==> src/rtl/mem_arbiter.sv <==
// Single-port memory arbiter: fetch vs. load/store, data has priority.
// Define ARB_FAIRNESS_EN to bound data grant streaks while fetch waits.
module mem_arbiter #(
  parameter int unsigned MAX_D_STREAK = 4
) (
  input  logic        clk,
  input  logic        reset,
  input  logic        i_req,
  input  logic [31:0] i_addr,
  output logic        i_gnt,
  output logic        i_rvalid,
  output logic [31:0] i_rdata,
  input  logic        d_req,
  input  logic [3:0]  d_we,
  input  logic [31:0] d_addr,
  input  logic [31:0] d_wdata,
  output logic        d_gnt,
  output logic        d_rvalid,
  output logic [31:0] d_rdata,
  output logic        mem_en,
  output logic [3:0]  mem_we,
  output logic [31:0] mem_addr,
  output logic [31:0] mem_wdata,
  input  logic [31:0] mem_rdata,
  output logic        stall_out
);

  typedef enum logic [1:0] {
    IDLE  = 2'd0,
    IREAD = 2'd1,
    DREAD = 2'd2
  } owner_t;

  owner_t state;
  logic   fetch_turn;

  if (MAX_D_STREAK < 1 || MAX_D_STREAK > 15) begin : g_bad_streak
    $error("mem_arbiter: MAX_D_STREAK must be in 1..15");
  end

`ifdef ARB_FAIRNESS_EN
  localparam logic [3:0] STREAK_LIMIT = 4'(MAX_D_STREAK);

  logic [3:0] streak;

  // Once data has won STREAK_LIMIT times in a row against a waiting fetch,
  // the next cycle belongs to fetch.
  assign fetch_turn = i_req & (streak == STREAK_LIMIT);

  always_ff @(posedge clk or posedge reset) begin
    if (reset) begin
      streak <= '0;
    end else if (!i_req || i_gnt) begin
      streak <= '0;
    end else if (d_gnt) begin
      streak <= streak + 4'd1;
    end
  end
`else
  assign fetch_turn = 1'b0;
`endif

  always_comb begin
    d_gnt = d_req & ~fetch_turn;
    i_gnt = i_req & ~d_gnt;
  end

  always_comb begin
    mem_en    = 1'b0;
    mem_we    = '0;
    mem_addr  = '0;
    mem_wdata = '0;
    if (d_gnt) begin
      mem_en    = 1'b1;
      mem_we    = d_we;
      mem_addr  = d_addr;
      mem_wdata = d_wdata;
    end else if (i_gnt) begin
      mem_en    = 1'b1;
      mem_addr  = i_addr;
    end
  end

  assign stall_out = (i_req & ~i_gnt) | (d_req & ~d_gnt);

  // Owner of the read whose data appears on mem_rdata this cycle.
  always_ff @(posedge clk or posedge reset) begin
    if (reset) begin
      state <= IDLE;
    end else if (i_gnt) begin
      state <= IREAD;
    end else if (d_gnt && d_we == 4'b0000) begin
      state <= DREAD;
    end else begin
      state <= IDLE;
    end
  end

  assign i_rvalid = (state == IREAD);
  assign d_rvalid = (state == DREAD);
  assign i_rdata  = i_rvalid ? mem_rdata : '0;
  assign d_rdata  = d_rvalid ? mem_rdata : '0;

endmodule

==> config.mk <==
export PLATFORM = sky130hd
export DESIGN_NAME = mem_arbiter
export DESIGN_NICKNAME = d
export VERILOG_FILES = /design/src/rtl/mem_arbiter.sv
export SDC_FILE = /design/constraint.sdc
export NUM_CORES = 1
export LEC_CHECK = 0
export BUFFER_PORTS_ARGS = -buffer_cell sky130_fd_sc_hd__buf_4
export CAP_MARGIN = 0
export CORE_AREA = 2 2 107 109
export CTS_CLUSTER_SIZE = 12
export DETAILED_ROUTE_END_ITERATION = 8
export DIE_AREA = 0 0 109 111
export GPL_ROUTABILITY_DRIVEN = 0
export MAX_ROUTING_LAYER = met4
export SYNTH_ARGS = -nofsm -noshare
export SYNTH_HDL_FRONTEND = slang
export SYNTH_SLANG_ARGS = --single-unit
==> constraint.sdc <==
create_clock -name clk -period 2 [get_ports clk]
set_input_delay 0.2 -clock clk [delete_from_list [all_inputs] [get_ports clk]]
set_output_delay 0.2 -clock clk [all_outputs]
set_load 0.01 [all_outputs]
==> impl_metrics.toml <==
[outcome]
status = "finished, final reports clean"

[global_route]
grt_pass1_vias = 1973
grt_pass1_wl_um = 9977
overflow = 0
antenna_found_initial = 0
grt_usage_pct = 10.63
grt_max_degree = 44

[critical_path]
slowest_delay_ps = 500
cp_num_cells = 3
cp.required_ps = 1800
worstSetupPathType = "register to output port"
cp_max_fo = 33
critPathTopFamily = "simple AND/OR/NAND/NOR gates"
worstSetupEndpointType = "output port"
critical_path_buf_inv_count = 1
arrival_ps = 1410
path_cells = "and2b_2 -> and2_1 -> buf_4"
worstSetupStartpointType = "register"
cp_slowest_cell = "and2b_2"

[drt]
route.detailed.drc = 0
num_vias = 2084
wire_per_inst_um = 12.31
drtIter0Drc = 57
via_per_inst = 3.695
first_pass_iters = 4
finalWirelength_um = 6944
antenna_left = 0

[pwr]
vdd_drop_max_mv = 0.1067
total_power_mw = 0.9541
power_leakage_nw = 1.873
powerDensity_nw_per_um2 = 285.7

[synthesis]
yosysTopAreaCell = "and2_1"
yosys_warnings = 0
synthCells = 161
synth_area_leaders = "and2_1, a22o_1, buf_6"
synth_top_cell_area_share_pct = 56.60
syn_area_sq_um = 1127
syn_avg_cell_area_sq_um = 7.002
yosys.cell_count.top_type = "and2_1"
synth-async-reset-ratio_pct = 100.0
synthFlopType = "dfrtp_1"
ys_top_cells_by_count = "and2_1, a22o_1, clkbuf_1, buf_6, buf_2"
synth_seq_area_share_pct = 4.440
synth_fp_nets = 297
synth_edf_count = 0
synth-seq-cells = 2
yosys.cell_types.count = 12

[layout]
diodes = 0
final_core_util_pct = 30.15
drive_gt1_share_pct = 66.98
largest_reg_flops = 2
largest_registers = "state (2)"
top_register = "state"
area_delta_synth_final_pct = 196.2
nNetsFinal = 559

[sta]
setup_viol = 0
max_freq_mhz = 620.6
slew_violations = 0
slew_headroom_pct = 69.77
tns_ps = 0
hold_viol_final = 0
finalCriticalPeriod_ps = 1611
rsz0062_at_grt = "false"
post-route-period-util_pct = 80.57
tightest_slew_ps = 453.4

[cts]
numCtsBuffers = 3
cts_tree = "built"
clock-root-buffer = "clkbuf_16"
cts_buffer_depth = 2
htreeDepth = 1
postCtsSetupRepairBufs = 0
clk_pin_slew_ps = 30
clock_sinks = 2

[die]
initial_core_util_pct = 10.18
coreArea_sq_um = 11080
die_h_um = 111
die_width_um = 109
rows = 39
die_area_sq_um = 12100
num_io_pins = 274

[placed_design]
port_buffers = 273
dp.final_hpwl_um = 6038

[min_path]
holdPathStages = 3
hold_class = "input port to register"

[flow_run]
drv_cap = 0
==> area by class of cell <==
type | count | area (sq um)
multi-input combinational | 139 | 957.2
tap | 143 | 178.9
timing repair buffer | 276 | 2074
inverter | 1 | 3.754
sequential | 2 | 50.05
fill | 1194 | 7737
clock buffer | 3 | 75.07
==> timing repair <==
action	4_1_cts	5_1_grt
endpoints found under the hold margin	2	0
hold buffers	1	0
gates resized for setup	0	0
==> per-stage QoR <==
stage	instance area (sq um)	hold WS, ps	worst slack [ps]	cells
2_1_floorplan	1127	-58.82	840.0	161
3_3_place_gp	3254	60.64	554.5	560
3_5_place_dp	3254	62.38	527.1	560
4_1_cts	3339	293.9	348.1	564
5_1_grt	3339	312.4	245.6	564
6_report	3339	289.9	388.7	564
==> tightest hold or removal path, stage by stage <==
cell	delay (ps)
buf_4	80
nor4_1	40
and2_1	140
==> cells by family after synthesis <==
group,count (synthesis),synth area share [%]
flops,2,4.440
simple gates,107,60.05
compound gates,32,24.86
buf+inv,20,10.65
==> routing by layer <==
metal / track usage, % / vias to the layer above / routed length, um
met2: 19.17 / 134 / 3657
met1: 12.31 / 896 / 2599
met5: - / - / 0
li1: - / 1052 / -
met4: 1.282 / 0 / 19
met3: 2.175 / 2 / 667
==> power breakdown <==
part | leakage [nW] | switching, mW | total (mW) | internal (mW)
clock network | 0.0370 | 0.0453 | 0.300 | 0.254
registers | 0.0267 | 0.000496 | 0.0426 | 0.0421
logic | 1.81 | 0.227 | 0.612 | 0.384
total | 1.87 | 0.273 | 0.954 | 0.681
==> cell usage in the layout (no fill, tap or decap), drive strengths merged <==
cell type	n
nor4	1
buf	275
or2	1
and2	102
and2b	2
dfrtp	2
nor2b	1
dlygate4sd3	1
a22o	32
clkbuf	3
inv	1
==> path summary, 6_finish.rpt <==
kind / slack, ps / to / start
max: 390 / i_rdata[21] / state[1]$_DFF_PP0_
min: 290 / state[1]$_DFF_PP0_ / d_we[3]
max in group asynchronous: 1490 / state[0]$_DFF_PP0_ / reset
min in group asynchronous: 400 / state[1]$_DFF_PP0_ / reset
Power figures use the tool's default switching activity.
